`src/rtl/syndrome_round_loader_pkg.sv`:
```
// Shared types and constants for the syndrome round loader: state encoding,
// result field widths and a constant-evaluable max helper.
package syndrome_loader_pkg;

    typedef enum logic [2:0] {
        ST_LOAD   = 3'd0,
        ST_RESYNC = 3'd1,
        ST_START  = 3'd2,
        ST_DECODE = 3'd3,
        ST_REPORT = 3'd4
    } loader_state_e;

    localparam int ROUND_ID_WIDTH = 16;
    localparam int CYCLE_WIDTH    = 32;
    localparam int ITER_WIDTH     = 8;

    function automatic int max(input int a, input int b);
        if (a > b) begin
            return a;
        end else begin
            return b;
        end
    endfunction

endpackage

```
`src/rtl/syndrome_round_loader_watchdog.sv`:
```
// Decode watchdog: counts enabled cycles from a clear and flags when the
// count reaches TIMEOUT_CYCLES, saturating there.
module round_watchdog #(
    parameter int TIMEOUT_CYCLES = 65535
) (
    input  logic clk,
    input  logic rst_n,
    input  logic clear,
    input  logic enable,
    output logic expired
);
    localparam int CNT_W = $clog2(TIMEOUT_CYCLES + 1);
    localparam logic [CNT_W-1:0] LIMIT = CNT_W'(TIMEOUT_CYCLES);

    logic [CNT_W-1:0] count_r;

    // Cycle counter, cleared outside decode and held once the limit is reached.
    always_ff @(posedge clk or negedge rst_n) begin
        if (!rst_n) begin
            count_r <= '0;
        end else if (clear) begin
            count_r <= '0;
        end else if (enable && (count_r != LIMIT)) begin
            count_r <= count_r + CNT_W'(1);
        end else begin
            count_r <= count_r;
        end
    end

    assign expired = (count_r == LIMIT);

endmodule

```
`src/rtl/syndrome_round_loader.sv`:
```
// Ingest stage: assembles one round of syndrome words, pulses the decoder,
// waits for its result (or the watchdog) and reports it over valid/ready.
module syndrome_round_loader
    import syndrome_loader_pkg::*;
#(
    parameter int CODE_DISTANCE_X = 5,
    parameter int CODE_DISTANCE_Z = 4,
    parameter int DATA_WIDTH      = 32,
    parameter int TIMEOUT_CYCLES  = 65535
) (
    input  logic                        clk,
    input  logic                        reset,
    input  logic [DATA_WIDTH-1:0]       s_data,
    input  logic                        s_valid,
    input  logic                        s_last,
    output logic                        s_ready,
    output logic                        new_round_start,
    output logic [CODE_DISTANCE_X*CODE_DISTANCE_Z*max(CODE_DISTANCE_X, CODE_DISTANCE_Z)-1:0] is_error_syndromes,
    input  logic                        result_valid,
    input  logic [CYCLE_WIDTH-1:0]      cycle_counter,
    input  logic [ITER_WIDTH-1:0]       iteration_counter,
    input  logic                        deadlock,
    input  logic                        final_cardinality,
    output logic                        r_valid,
    input  logic                        r_ready,
    output logic [ROUND_ID_WIDTH-1:0]   r_round_id,
    output logic [CYCLE_WIDTH-1:0]      r_cycles,
    output logic [ITER_WIDTH-1:0]       r_iterations,
    output logic                        r_deadlock,
    output logic                        r_cardinality,
    output logic                        r_timeout,
    output logic                        framing_error
);
    localparam int MEASUREMENT_ROUNDS = max(CODE_DISTANCE_X, CODE_DISTANCE_Z);
    localparam int PU_COUNT = CODE_DISTANCE_X * CODE_DISTANCE_Z * MEASUREMENT_ROUNDS;
    localparam int WORDS    = (PU_COUNT + DATA_WIDTH - 1) / DATA_WIDTH;
    localparam int IDX_W    = (WORDS > 1) ? $clog2(WORDS) : 1;
    localparam logic [IDX_W-1:0] LAST_IDX = IDX_W'(WORDS - 1);

    loader_state_e             state_r, state_next_s;
    logic [IDX_W-1:0]          word_idx_r, word_idx_next_s;
    logic [PU_COUNT-1:0]       syndromes_r, syndromes_next_s;
    logic                      s_ready_r, start_r, framing_r, first_decode_r;
    logic                      framing_set_s, capture_s, timeout_s, handshake_s;
    logic                      accept_s, expired_s;
    logic                      r_valid_r, r_deadlock_r, r_cardinality_r, r_timeout_r;
    logic [ROUND_ID_WIDTH-1:0] r_round_id_r;
    logic [CYCLE_WIDTH-1:0]    r_cycles_r;
    logic [ITER_WIDTH-1:0]     r_iterations_r;

    assign accept_s = s_valid & s_ready_r;

    round_watchdog #(.TIMEOUT_CYCLES(TIMEOUT_CYCLES)) u_watchdog (
        .clk     (clk),
        .rst_n   (reset),
        .clear   (state_r != ST_DECODE),
        .enable  (state_r == ST_DECODE),
        .expired (expired_s)
    );

    // Next-state, word assembly and event decode for the round sequencer.
    always_comb begin
        state_next_s     = state_r;
        word_idx_next_s  = word_idx_r;
        syndromes_next_s = syndromes_r;
        framing_set_s    = 1'b0;
        capture_s        = 1'b0;
        timeout_s        = 1'b0;
        handshake_s      = 1'b0;
        case (state_r)
            ST_LOAD: begin
                if (accept_s) begin
                    for (int i = 0; i < PU_COUNT; i++) begin
                        if (i / DATA_WIDTH == int'(word_idx_r)) begin
                            syndromes_next_s[i] = s_data[i % DATA_WIDTH];
                        end else begin
                            syndromes_next_s[i] = syndromes_r[i];
                        end
                    end
                    if (word_idx_r == LAST_IDX) begin
                        word_idx_next_s = '0;
                        if (s_last) begin
                            state_next_s = ST_START;
                        end else begin
                            framing_set_s = 1'b1;
                            state_next_s  = ST_RESYNC;
                        end
                    end else if (s_last) begin
                        // Short round: drop it and wait for a fresh first word.
                        framing_set_s   = 1'b1;
                        word_idx_next_s = '0;
                    end else begin
                        word_idx_next_s = word_idx_r + IDX_W'(1);
                    end
                end else begin
                    state_next_s = ST_LOAD;
                end
            end
            ST_RESYNC: begin
                if (accept_s && s_last) begin
                    state_next_s = ST_LOAD;
                end else begin
                    state_next_s = ST_RESYNC;
                end
            end
            ST_START: begin
                state_next_s = ST_DECODE;
            end
            ST_DECODE: begin
                // A result_valid level left over from the previous round is masked.
                if (result_valid && !first_decode_r) begin
                    capture_s    = 1'b1;
                    state_next_s = ST_REPORT;
                end else if (expired_s) begin
                    capture_s    = 1'b1;
                    timeout_s    = 1'b1;
                    state_next_s = ST_REPORT;
                end else begin
                    state_next_s = ST_DECODE;
                end
            end
            ST_REPORT: begin
                if (r_ready) begin
                    handshake_s  = 1'b1;
                    state_next_s = ST_LOAD;
                end else begin
                    state_next_s = ST_REPORT;
                end
            end
            default: begin
                state_next_s    = ST_LOAD;
                word_idx_next_s = '0;
            end
        endcase
    end

    // Sequencer state and registered load-side outputs.
    always_ff @(posedge clk or negedge reset) begin
        if (!reset) begin
            state_r        <= ST_LOAD;
            word_idx_r     <= '0;
            syndromes_r    <= '0;
            s_ready_r      <= 1'b0;
            start_r        <= 1'b0;
            framing_r      <= 1'b0;
            first_decode_r <= 1'b0;
        end else begin
            state_r        <= state_next_s;
            word_idx_r     <= word_idx_next_s;
            syndromes_r    <= syndromes_next_s;
            s_ready_r      <= (state_next_s == ST_LOAD) || (state_next_s == ST_RESYNC);
            start_r        <= (state_next_s == ST_START);
            framing_r      <= framing_r | framing_set_s;
            first_decode_r <= (state_r == ST_START);
        end
    end

    // Result channel: capture on decoder done or watchdog, release on handshake.
    always_ff @(posedge clk or negedge reset) begin
        if (!reset) begin
            r_valid_r       <= 1'b0;
            r_round_id_r    <= '0;
            r_cycles_r      <= '0;
            r_iterations_r  <= '0;
            r_deadlock_r    <= 1'b0;
            r_cardinality_r <= 1'b0;
            r_timeout_r     <= 1'b0;
        end else if (capture_s) begin
            r_valid_r       <= 1'b1;
            r_cycles_r      <= cycle_counter;
            r_iterations_r  <= iteration_counter;
            r_deadlock_r    <= deadlock | timeout_s;
            r_cardinality_r <= final_cardinality;
            r_timeout_r     <= timeout_s;
        end else if (handshake_s) begin
            r_valid_r    <= 1'b0;
            r_round_id_r <= r_round_id_r + ROUND_ID_WIDTH'(1);
        end else begin
            r_valid_r <= r_valid_r;
        end
    end

    assign s_ready            = s_ready_r;
    assign new_round_start    = start_r;
    assign is_error_syndromes = syndromes_r;
    assign framing_error      = framing_r;
    assign r_valid            = r_valid_r;
    assign r_round_id         = r_round_id_r;
    assign r_cycles           = r_cycles_r;
    assign r_iterations       = r_iterations_r;
    assign r_deadlock         = r_deadlock_r;
    assign r_cardinality      = r_cardinality_r;
    assign r_timeout          = r_timeout_r;

endmodule

```
`config.mk`:
```
export PLATFORM = sky130hd
export DESIGN_NAME = syndrome_round_loader
export DESIGN_NICKNAME = d
export VERILOG_FILES = /design/src/rtl/syndrome_round_loader_pkg.sv /design/src/rtl/syndrome_round_loader_watchdog.sv /design/src/rtl/syndrome_round_loader.sv
export SDC_FILE = /design/constraint.sdc
export NUM_CORES = 1
export LEC_CHECK = 0
export ABC_AREA = 1
export BUFFER_PORTS_ARGS = -buffer_cell sky130_fd_sc_hd__buf_2
export CORE_AREA = 8 8 138 140
export DETAILED_ROUTE_END_ITERATION = 8
export DIE_AREA = 0 0 146 148
export GPL_ROUTABILITY_DRIVEN = 0
export GPL_TIMING_DRIVEN = 0
export PLACE_DENSITY = 0.76
export SYNTH_ARGS = -nofsm -noshare
export SYNTH_HDL_FRONTEND = slang
export SYNTH_HIERARCHICAL = 1
export SYNTH_SLANG_ARGS = --single-unit
```
`constraint.sdc`:
```
create_clock -name clk -period 2 [get_ports clk]
set_input_delay 0.3 -clock clk [delete_from_list [all_inputs] [get_ports clk]]
set_output_delay 0.3 -clock clk [all_outputs]
set_load 0.05 [all_outputs]
```
* Word-level counts from Yosys, hierarchy flattened
Index checks and enable logic that the tools add are counted.
** Storage, ports and cells
- Register bits :: 185
- Input bits :: 80
- Output and inout port bits :: 163
- Word-level logic and storage cells :: 85
** Operators by class
- Add/subtract/negate cells :: 3
- Equality and inequality tests :: 14
- Muxes and demuxes :: 28
- Bitwise gates (word level) :: 5
- Reductions and logical operators :: 17
** Operators with widths (count)
- 16-bit by 1-bit adder with 16-bit output, second input constant :: 2
- 16-bit two-way mux :: 2
- 16-bit equality test, second input constant :: 1
- 16-bit inequality test, second input constant :: 1
- 1-bit two-way mux :: 15
- 3-bit two-way mux :: 5
- 3-bit case mux with 5 select lines :: 1
- 3-bit AND reduction :: 4
- 3-bit by 2-bit equality test with 1-bit output, second input constant :: 3
- 2-bit two-way mux :: 4
- 3-bit by 1-bit equality test with 1-bit output, second input constant :: 2
- 3-bit zero test :: 2
- 2-bit equality test, first input constant :: 2
- 2-bit case mux with 2 select lines :: 1
- 2-bit AND reduction :: 2
- 2-bit nonzero test :: 2
- 4-bit OR reduction :: 1
- 3-bit equality test, second input constant :: 1
- 1-bit logical AND :: 3
- 3-bit by 2-bit inequality test with 1-bit output, second input constant :: 1
- 2-bit by 1-bit adder with 2-bit output, second input constant :: 1
- 1-bit by 2-bit equality test with 1-bit output, first input constant :: 1
- 2-bit equality test, second input constant :: 1
- 2-bit zero test :: 1
- other kinds (6) :: 8

* Depth between registers and ports, before layout
Gate-level depths: netlist (run 1).
- Depth after elaboration :: 6
- Gate-level depth with buffers :: 12
- Depth with buffers taken out :: 11

* Modules after synthesis
Netlist (run 1), hierarchy kept.
** By module, submodules not included
- syndrome_round_loader :: instances 1, cells an instance 774, area each 6907.9 um^2, seq. area each 4229.1 um^2
- round_watchdog :: instances 1, cells an instance 148, area each 1049.8 um^2, seq. area each 400.4 um^2

* Worst setup path after synthesis (run 1)
Ideal clock, no wire load.
- Kind :: register to register
- Start point :: register state_r[2]
- End point :: register u_watchdog.count_r[9]
- Setup time :: 0.123 ns
- Arrival :: 1.505 ns
- Data required time :: 1.877 ns
- Slack :: 0.372 ns
- Stages on the path, launching flop included :: 10
- Path buffers :: 2
- Period minus slack after synthesis :: 1.628 ns
- Cells stage by stage :: dfrtp_1 inv_2 nand3_2 buf_2 clkinv_1 o21ai_4 clkinv_2 buf_8 nand2_2 nand2_1
** On the way
- Longest elaborated chain between the ends :: 3
- Elaborated cells between the ends (all ways) :: 5
- Classes of those cells :: 2 x eq/ne; 1 x mux; 2 x reduce/logical
** Ends and longest elaborated chain
- start: declaration :: line syndrome_round_loader.sv:40 : loader_state_e state_r, state_next_s;
- start signal: assignment :: line syndrome_round_loader.sv:148 : state_r <= state_next_s;
- 3-bit by 2-bit equality test with 1-bit output :: line syndrome_round_loader.sv:57 : .enable (state_r == ST_DECODE),
- 1-bit logical AND :: line syndrome_round_loader_watchdog.sv:23 : end else if (enable && (count_r != LIMIT)) begin
- 2-bit nonzero test (no source line)
- end signal: assignment :: line syndrome_round_loader_watchdog.sv:24 : count_r <= count_r + CNT_W'(1);
- end signal: assignment :: line syndrome_round_loader_watchdog.sv:26 : count_r <= count_r;
- end: declaration :: line syndrome_round_loader_watchdog.sv:15 : logic [CNT_W-1:0] count_r;
Several ways; a longest one is shown, not always the timed one.
A chain may end at the register's enable or synchronous reset.

* Final worst setup path (run 1)
- Start point :: register u_watchdog.count_r[1]
- End point :: register u_watchdog.count_r[1]
** On the way
- Longest elaborated chain between the ends :: 3
- Elaborated cells between the ends (all ways) :: 6
- Classes of those cells :: 1 x add/sub; 1 x eq/ne; 2 x mux; 2 x reduce/logical
** Ends and longest elaborated chain (line)
- 16-bit by 1-bit adder with 16-bit output / 16-bit inequality test (equally long branches) :: syndrome_round_loader_watchdog.sv:24, syndrome_round_loader_watchdog.sv:23
- 16-bit two-way mux / 1-bit logical AND (equally long branches) :: syndrome_round_loader_watchdog.sv:23
- 16-bit two-way mux / 2-bit nonzero test (equally long branches)
Several ways; a longest one is shown, not always the timed one. The select of a mux whose other input is x is not followed.

==> qor.yml, run 1 <==
worst_hold_path:
  whs_path_depth: 3
  hold_class: "in -> reg"
  worstHoldStart: "cycle_counter[8]"
  hold_end: "r_cycles[8]"
drt:
  drtAntennaViolNets: 0
  dr.pass1.iters: 5
  wl_mm: 22.8
  post_drt_via_cell_ratio: 4.94
  routedWlPerCell_um: 16.0
  drc: 0
  drtIter0Drc: 428
  vias: 7045
timing:
  fin_crit_sh: 0.937
  hold_violations: 0
  skew_ps: 8.64
  worst_slew_pin_slew_ps: 670
  fin_crit_ps: 1870
  drv_slew: 0
  setup_viol: 0
  relSlewSlack: 0.554
  fmax_mhz: 534
  hold_slack_ps: 64.6
  rsz0062_at_grt: "false"
synth:
  syn_inst: 922
  synthesis.area_mm2: 0.00796
  synth_area_per_cell_um2: 8.63
  synth-seq-cells: 185
  syn-num-nets: 1008
  netlist-cell-type-count: 32
  ys_seq_area_frac: 0.582
  ys_warn_count: 6
clocking:
  cts_tree: "built"
  clock_sinks: 185
  root_buffer: "clkbuf_16"
  insertion_delay_ps: 420
  ctsHtreeMaxLevel: 4
  cts_buffer_depth: 2
  numCtsBuffers: 17
  cts.clk_slew.worst_paths_ps: 70
layout:
  multi_input_area_mm2: 0.00296
  nets: 1274
  regArea_mm2: 0.00463
  area_growth_pct: 26.8
  n_fill_cell: 1513
  drive_above_1_share: 0.276
  diodes: 0
critical_path:
  regToRegEndpoint: "u_watchdog/count_r[1]"
  path_class: "reg -> reg"
  critical-path-top-delay-family: "buffers and inverters"
  end_kind: "register"
  reg2reg_slack_ps: 130
  r2r-start: "u_watchdog/count_r[1]"
  slowest_stage: "dfrtp_1"
  reg2reg_depth: 11
  crit_buf_inv: 3
  cp_max_fo: 10
  cp.arrival_ps: 2190
  cpPeakStageDelay_ps: 410
  cp_cell_sequence: "ha_2 -> nand2_2 -> nor2_4 -> buf_4 -> nand2_4 -> nor2_4 -> o21ai_4 -> clkinv_2 -> buf_8 -> nand2_1 -> nand2_1"
  required_ps: 2310
  critPathLaunchType: "register"
global_routing:
  antenna_found_initial: 1
  grt_usage: 0.212
  grt_overflow: 0
  grt_max_degree: 98
  grt_pass1_wl_mm: 37.0
  grt_pass1_vias: 7035
pwr:
  peakVddDrop_v: 0.00117
  leakagePower_nw: 5.56
  p_int_mw: 8.80
  netSwitchingPower_mw: 10.0
  p_sw_frac: 0.533
  power_mw: 18.8
  powerDensity_mw_per_mm2: 1870
  p_seq_frac: 0.314
  p_comb_frac: 0.517
  clkPwrFrac: 0.169
floorplanning:
  num_io_pins: 243
  die_area_mm2: 0.0216
  initial_core_util: 0.470
  core_mm2: 0.0169
  fp-row-count: 48
  die_h_um: 148
  die_x_um: 146
run_status:
  status: "finished clean"
flow_run:
  drv_cap: 0
placed_design:
  dp_hpwl_mm: 16.7
  portBuffers: 242
==> worst max path at each step <==
stage	from	end	slack [ps]	cells after the start
after floorplan	state_r[2]	u_watchdog/count_r[9]	370	9
after global routing	state_r[2]	u_watchdog/count_r[14]	1	9
final	u_watchdog/count_r[1]	u_watchdog/count_r[1]	130	11
after global placement	reset	is_error_syndromes[12]	-2440	1
after detailed placement	state_r[2]	u_watchdog/count_r[1]	-5	9
after CTS	u_watchdog/count_r[1]	r_cycles[18]	40	12
==> state kept, by name (all words and copies together), names as in the netlist <==
name and flops:
r_round_id 16, r_deadlock 1, r_timeout 1, r_cycles 32, is_error_syndromes 100, new_round_start 1, r_iterations 8, r_valid 1
s_ready 1, u_watchdog/count_r 16, r_cardinality 1, framing_error 1, state_r 3, first_decode_r 1, word_idx_r 2
==> cells in the mapped netlist <==
cell	number	area, µm²
inv_2	6	22.5
buf_2	14	70.1
o21bai_1	1	7.51
nand2_2	5	31.3
nand3_1	34	170
inv_1	31	116
o21a_1	2	15.0
ha_1	6	75.1
clkinv_2	1	5.00
o21ai_1	10	50.1
inv_4	1	6.26
dfrtp_1	185	4630
nand2_1	408	1530
nand4_1	17	106
clkinv_1	1	3.75
xnor2_1	5	43.8
or2_2	2	12.5
nor3_1	7	35.0
buf_8	1	15.0
xor2_1	6	52.6
o21ai_0	102	510
clkbuf_1	15	56.3
nor2_1	33	124
a21oi_1	6	30.0
o21ai_4	1	16.3
buf_6	5	56.3
buf_4	4	30.0
nand2_4	2	22.5
nand3_2	1	10.0
o22ai_1	1	6.26
nor2_2	1	6.26
nor2_4	8	90.1
==> per-layer routing <==
metal,wire (µm),share of wire,global-route usage,vias to the layer above
met4,176,0.0077,0.0505,2
met2,10800,0.47,0.347,248
met1,9510,0.42,0.253,3315
met5,13,0.00057,0,-
li1,-,-,-,3464
met3,2250,0.099,0.0945,16
==> what timing repair did <==
item                                   4_1_cts  5_1_grt
resized for setup                            3        4
pin swaps                                    0        2
hold buffers                                 1        0
endpoints found under the hold margin       88        0
buffers inserted                             0        3
setup endpoints to repair                   50       42
==> layout by cell type (no fill, tap or decap), types with 8 or more instances in the layout <==
cell / Yosys / layout
dfrtp_1: 185 / 185
nand4_1: 17 / 17
o21ai_0: 102 / 102
clkbuf_1: 15 / 16
o21ai_1: 10 / 10
nor2_1: 33 / 33
nor2_4: 8 / 8
buf_2: 14 / 255
nand3_1: 34 / 34
nand2_1: 408 / 407
clkbuf_16: 0 / 17
inv_1: 31 / 31
==> tightest hold or removal path: cells and delay by family <==
family | cells | cell delay (ps)
and+or+nand+nor | 2 | 80
buffers and inverters | 1 | 70
==> area by class of cell <==
cell class,instances,area share
plain buffers,39,0.0229
clock buffers,19,0.0439
clock inverters,13,0.0109
inverters,40,0.0159
multi-input cells,658,0.293
flip-flops and latches,185,0.459
well taps,225,0.0279
repair buffers,247,0.127
==> power groups by stage <==
stage          sequential [mW]  clock, mW  combinational [mW]
3_5_place_dp              5.96          0                9.84
3_3_place_gp              5.92          0                9.71
4_1_cts                   5.92       3.26                9.85
2_1_floorplan             10.9          0                2.14
5_1_grt                   6.11       3.41                10.4
6_report                  5.92       3.18                9.75
==> stage by stage <==
stage,setup TNS [ps],instances,setup slack (ps),util,area (µm²)
after floorplan,0,922,372,-,7960
after global placement,-448380,1389,-2440,0.558,9450
after detailed placement,-5.35,1390,-5.35,0.560,9490
after CTS,0,1423,44.5,0.594,10100
after global routing,0,1426,1.14,0.596,10100
final,0,1426,126,0.596,10100
==> logic make-up (layout without fill, tap and decap cells) <==
kind of cell,count (synthesis),in the layout,share of synthesized area
and+or+nand+nor,518,518,0.269
adders and majority gates,6,6,0.00943
AOI/OAI and AO/OA,123,123,0.0799
DFF,185,185,0.582
buffers and inverters,79,358,0.0480
xor gates and xnor gates,11,11,0.0121
Note: power is estimated with default switching activity, not from simulation.
==> inputs of run 2 (changes only) <==
CORE_AREA = 8 8 160 162   (was 8 8 138 140)
DIE_AREA = 0 0 168 170   (was 0 0 146 148)
MAX_ROUTING_LAYER = met4   (was not set)
PLACE_DENSITY = 0.59   (was 0.76)
==> qor.yml, run 2 (synthesis gave the netlist of run 1 again) <==
global_routing:
  grt_pass1_vias: 7080  # was 7035
  antenna_found_initial: 0  # was 1
  grt_overflow: 0  # unchanged
  grt_usage: 0.175  # was 0.212
  grt_max_degree: 98  # unchanged
  grt_pass1_wl_mm: 38.8  # was 37.0 mm
floorplanning:
  num_io_pins: 243  # unchanged
  core_mm2: 0.0231  # was 0.0169 mm²
  initial_core_util: 0.345  # was 0.470
  die_x_um: 168  # was 146 µm
  die_h_um: 170  # was 148 µm
  fp-row-count: 56  # was 48
  die_area_mm2: 0.0286  # was 0.0216 mm²
timing:
  fin_crit_ps: 1860  # was 1870 ps
  rsz0062_at_grt: "false"  # unchanged
  fin_crit_sh: 0.930  # was 0.937
  fmax_mhz: 538  # was 534 MHz
  drv_slew: 0  # unchanged
  hold_violations: 0  # unchanged
  skew_ps: 15.4  # was 8.64 ps
  finalWorstSetupSlack_ps: 141  # was 126 ps
  worst_slew_pin_slew_ps: 716  # was 670 ps
  relSlewSlack: 0.523  # was 0.554
  setup_viol: 0  # unchanged
clocking:
  ctsHtreeMaxLevel: 4  # unchanged
  cts_buffer_depth: 2  # unchanged
  cts.clk_slew.worst_paths_ps: 80  # was 70 ps
  numCtsBuffers: 17  # unchanged
  insertion_delay_ps: 430  # was 420 ps
  clock_sinks: 185  # unchanged
  cts_tree: "built"  # unchanged
  root_buffer: "clkbuf_16"  # unchanged
critical_path:
  critPathLaunchType: "register"  # unchanged
  end_kind: "register"  # unchanged
  cpPeakStageDelay_ps: 400  # was 410 ps
  required_ps: 2310  # about the same
  cp_max_fo: 10  # unchanged
  path_class: "reg -> reg"  # unchanged
  cp.arrival_ps: 2170  # was 2190 ps
  cp_cell_sequence: "ha_2 -> nand2_2 -> nor2_4 -> buf_4 -> nand2_4 -> nor2_4 -> o21ai_4 -> clkinv_2 -> buf_8 -> nand2_1 -> nand2_1"  # unchanged
  slowest_stage: "dfrtp_1"  # unchanged
layout:
  final_area_mm2: 0.0102  # was 0.0101 mm²
  nets: 1273  # was 1274
  drive_above_1_share: 0.276  # about the same
  area_growth_pct: 28.0  # was 26.8%
  n_fill_cell: 2352  # was 1513
  layout_common_cells: "408 x nand2_1, 255 x buf_2, 185 x dfrtp_1"  # was 407 x nand2_1, 255 x buf_2, 185 x dfrtp_1
  utilization: 0.442  # was 0.596
  diodes: 0  # unchanged
  largest_reg_flops: 100  # unchanged
  layout_commonest_cell: "nand2_1"  # unchanged
run_status:
  status: "finished clean"  # unchanged
flow_run:
  drv_cap: 0  # unchanged
placed_design:
  dp_hpwl_mm: 18.0  # was 16.7 mm
  place_area_mm2: 0.00957  # was 0.00949 mm²
  preCtsSetupSlack_ps: -71.5  # was -5.35 ps
  portBuffers: 242  # unchanged
pwr:
  power_mw: 19.0  # was 18.8 mW
  peakVddDrop_v: 0.00101  # was 0.00117 V
  leakagePower_nw: 5.57  # was 5.56 nW
  powerDensity_mw_per_mm2: 1870  # about the same
worst_hold_path:
  hold_class: "in -> reg"  # unchanged
drt:
  post_drt_via_cell_ratio: 4.67  # was 4.94
  drc: 0  # unchanged
  drtIter0Drc: 442  # was 428
  dr.pass1.iters: 4  # was 5
  routedWlPerCell_um: 16.3  # was 16.0 µm
  vias: 6962  # was 7045
  wl_mm: 24.2  # was 22.8 mm
  drtAntennaViolNets: 0  # unchanged
run 2: cell types whose count changed in the layout (fill, tap and decap cells not counted), sizes merged:
cell	previous run	this run
clkinvlp	4	3
clkinv	5	8
inv	44	43
buf	270	269
clkbuf	34	33
run 2: cell type report:
class	count	area (µm²)	share of cell area
Inverter	40	160	0.0157
Multi-Input combinational cell	658	2950	0.290
Sequential cell	185	4630	0.455
Clock buffer	18	439	0.0431
Timing Repair Buffer	246	1270	0.125
Buffer	39	228	0.0224
Clock inverter	14	135	0.0133
Tap cell	290	363	0.0356
run 2: critical path, delay by kind of cell (launching register included):
family,cells,cell delay [ps]
AOI/OAI and AO/OA,1,240
adders and majority gates,1,210
DFF,1,400
buffers and inverters,3,480
and+or+nand+nor,6,410
run 2: through the flow:
stage | hold slack (ps) | cells | TNS [ps]
after floorplan | 4.41 | 922 | 0
after global placement | 457 | 1454 | -473520
after detailed placement | 361 | 1455 | -606
after CTS | 37.1 | 1489 | 0
after global routing | 35.7 | 1490 | 0
final | 62.0 | 1490 | 0
run 2: routing by layer:
layer | track usage | up-vias | wire length [µm]
met5 | - | - | 0
met4 | 0.0338 | 0 | 121
met3 | 0.0651 | 8 | 1900
met2 | 0.270 | 196 | 11100
met1 | 0.217 | 3289 | 11100
li1 | - | 3469 | -
run 2: final timing paths:
kind | from | endpoint | slack, ps | depth (start not counted)
max | u_watchdog/count_r[0] | u_watchdog/count_r[2] | 140 | 11
min reg2reg | is_error_syndromes[67] | is_error_syndromes[67] | 470 | 2
max in group asynchronous | reset | is_error_syndromes[76] | 570 | 3
min in group asynchronous | reset | r_round_id[4] | 460 | 2
max reg2reg | u_watchdog/count_r[0] | u_watchdog/count_r[2] | 140 | 11
min | cycle_counter[16] | r_cycles[16] | 60 | 3
run 2: power breakdown:
part	leakage, nW	internal (mW)	switching (mW)	total, mW
combinational	2.90	1.95	7.84	9.79
sequential	2.39	5.19	0.728	5.92
clock	0.275	1.69	1.62	3.31
total	5.57	8.83	10.2	19.0
run 2: what timing repair did:
item,in CTS,in global routing
cloned,0,0
buffers inserted,1,1
hold buffers,1,0
endpoints found under the hold margin,88,0
gates resized for setup,2,3
pin swaps,1,0
endpoints found under the setup margin,39,48
==> inputs of run 3 (changes only) <==
CTS_BUF_LIST = sky130_fd_sc_hd__clkbuf_4   (was not set)
==> qor.yml, run 3 (synthesis gave the netlist of run 1 again) <==
drt:
  routedWlPerCell_um: 16.0  # was 16.3 µm
  post_drt_via_cell_ratio: 4.66  # was 4.67
  drtIter0Drc: 506  # was 442
  drtAntennaViolNets: 0  # unchanged
  drc: 0  # unchanged
  vias: 7303  # was 6962
  dr.pass1.iters: 5  # was 4
  wl_mm: 25.1  # was 24.2 mm
critical_path:
  critical-path-top-delay-family: "buffers and inverters"  # unchanged
  crit_buf_inv: 3  # unchanged
  cp_max_fo: 10  # unchanged
  path_class: "reg -> reg"  # unchanged
  cp_cell_sequence: "ha_2 -> nand2_2 -> nor2_4 -> buf_4 -> nand2_4 -> nor2_4 -> o21ai_4 -> clkinv_2 -> buf_8 -> nand2_1 -> nand2_1"  # unchanged
  cp.arrival_ps: 2300  # was 2170 ps
  end_kind: "register"  # unchanged
  required_ps: 2450  # was 2310 ps
  critPathLaunchType: "register"  # unchanged
  slowest_stage: "dfrtp_1"  # unchanged
  cpPeakStageDelay_ps: 440  # was 400 ps
pwr:
  power_mw: 17.8  # was 19.0 mW
  peakVddDrop_v: 0.000938  # was 0.00101 V
  p_sw_frac: 0.564  # was 0.536
  p_comb_frac: 0.557  # was 0.515
  powerDensity_mw_per_mm2: 1680  # was 1870 mW/mm²
  p_int_mw: 7.77  # was 8.83 mW
  p_seq_frac: 0.331  # was 0.311
  clkPwrFrac: 0.112  # was 0.174
  leakagePower_nw: 5.75  # was 5.57 nW
  netSwitchingPower_mw: 10.1  # was 10.2 mW
global_routing:
  grt_usage: 0.182  # was 0.175
  grt_pass1_wl_mm: 40.6  # was 38.8 mm
  antenna_found_initial: 1  # was 0
  grt_max_degree: 98  # unchanged
  grt_pass1_vias: 7470  # was 7080
  grt_overflow: 0  # unchanged
timing:
  drv_slew: 0  # unchanged
  fin_crit_sh: 0.928  # was 0.930
  fin_setup_tns_ps: 0  # unchanged
  setup_viol: 0  # unchanged
  relSlewSlack: 0.537  # was 0.523
  fmax_mhz: 539  # was 538 MHz
  skew_ps: 33.9  # was 15.4 ps
  fin_crit_ps: 1860  # about the same
  worst_slew_pin_slew_ps: 694  # was 716 ps
  hold_violations: 0  # unchanged
placed_design:
  place_area_mm2: 0.00957  # unchanged
  dp_hpwl_mm: 18.0  # unchanged
  portBuffers: 242  # unchanged
clocking:
  cts_buffer_depth: 2  # unchanged
  ctsHtreeMaxLevel: 4  # unchanged
  cts_tree: "built"  # unchanged
  numCtsBuffers: 17  # unchanged
  insertion_delay_ps: 570  # was 430 ps
  root_buffer: "clkbuf_4"  # was clkbuf_16
  cts.clk_slew.worst_paths_ps: 160  # was 80 ps
  clock_sinks: 185  # unchanged
flow_run:
  drv_cap: 0  # unchanged
floorplanning:
  die_area_mm2: 0.0286  # unchanged
  die_h_um: 170  # unchanged
  num_io_pins: 243  # unchanged
  initial_core_util: 0.345  # unchanged
  core_mm2: 0.0231  # unchanged
  fp-row-count: 56  # unchanged
  die_x_um: 168  # unchanged
worst_hold_path:
  hold_class: "in -> reg"  # unchanged
layout:
  drive_above_1_share: 0.262  # was 0.276
  layout_commonest_cell: "nand2_1"  # unchanged
  area_growth_pct: 33.8  # was 28.0%
  layout_common_cells: "408 x nand2_1, 255 x buf_2, 184 x dfrtp_1"  # was 408 x nand2_1, 255 x buf_2, 185 x dfrtp_1
  largest_reg_flops: 100  # unchanged
  nets: 1350  # was 1273
  final_area_mm2: 0.0106  # was 0.0102 mm²
run_status:
  status: "finished clean"  # unchanged
[run 3: cell types whose count changed in the layout (fill, tap and decap cells not counted), sizes merged]
cell | previous run | this run
clkinv | 8 | 9
diode | 0 | 1
dlygate4sd3 | 1 | 76
buf | 269 | 271
clkbuf | 33 | 32
[run 3: worst paths after layout]
kind	startpoint	depth (start not counted)	endpoint	slack [ps]
worst max-delay path	u_watchdog/count_r[1]	11	u_watchdog/count_r[8]	140
worst min-delay path	result_valid	3	r_timeout	80
worst max register to register	u_watchdog/count_r[1]	11	u_watchdog/count_r[8]	140
worst min register to register	r_iterations[3]	2	r_iterations[3]	490
max in group asynchronous	reset	3	is_error_syndromes[63]	720
min in group asynchronous	reset	2	r_round_id[4]	320
[run 3: power groups by stage]
| stage | combinational (mW) | clock [mW] | sequential [mW] |
|---|---|---|---|
| after CTS | 10.0 | 2.11 | 5.91 |
| after detailed placement | 9.90 | 0 | 5.98 |
| after global routing | 10.6 | 2.25 | 6.11 |
| after global placement | 9.83 | 0 | 5.95 |
| final | 9.93 | 2.00 | 5.91 |
| after floorplan | 2.14 | 0 | 10.9 |
[run 3: tightest hold or removal path: cells and delay by family]
family                 cells  cell delay (ps)
AO/OA/AOI/OAI              1              120
buffers and inverters      1               90
AND/OR/NAND/NOR            1              110
[run 3: what timing repair did]
item / 4_1_cts / 5_1_grt
hold buffers: 76 / 0
pin swaps: 1 / 1
resized for setup: 2 / 7
endpoints found under the setup margin: 39 / 52
hold endpoints to repair: 231 / 0
buffers inserted: 1 / 3
[run 3: layout make-up]
cell class | instances | area (µm²)
Fill cell | 2297 | 12400
Antenna cell | 1 | 2.50
Sequential cell | 185 | 4630
Timing Repair Buffer | 323 | 2040
Tap cell | 290 | 363
Buffer | 39 | 229
Clock inverter | 15 | 139
Inverter | 40 | 160
Clock buffer | 17 | 128
Multi-Input combinational cell | 658 | 2960
[run 3: layer usage]
metal | up-vias | share of wire | track usage
li1 | 3621 | - | -
met5 | - | 0 | -
met2 | 231 | 0.47 | 0.289
met3 | 8 | 0.082 | 0.0609
met4 | 0 | 0.0051 | 0.0361
met1 | 3443 | 0.44 | 0.224
[run 3: through the flow]
step                      hold WS, ps  instances  worst slack, ps  utilization
after CTS                        5.99       1564             15.2        0.460
after floorplan                  4.41        922              372            -
after detailed placement          361       1455            -71.5        0.415
final                            82.4       1568              144        0.462
after global placement            457       1454            -2570        0.413
after global routing             24.3       1568            -5.11        0.462
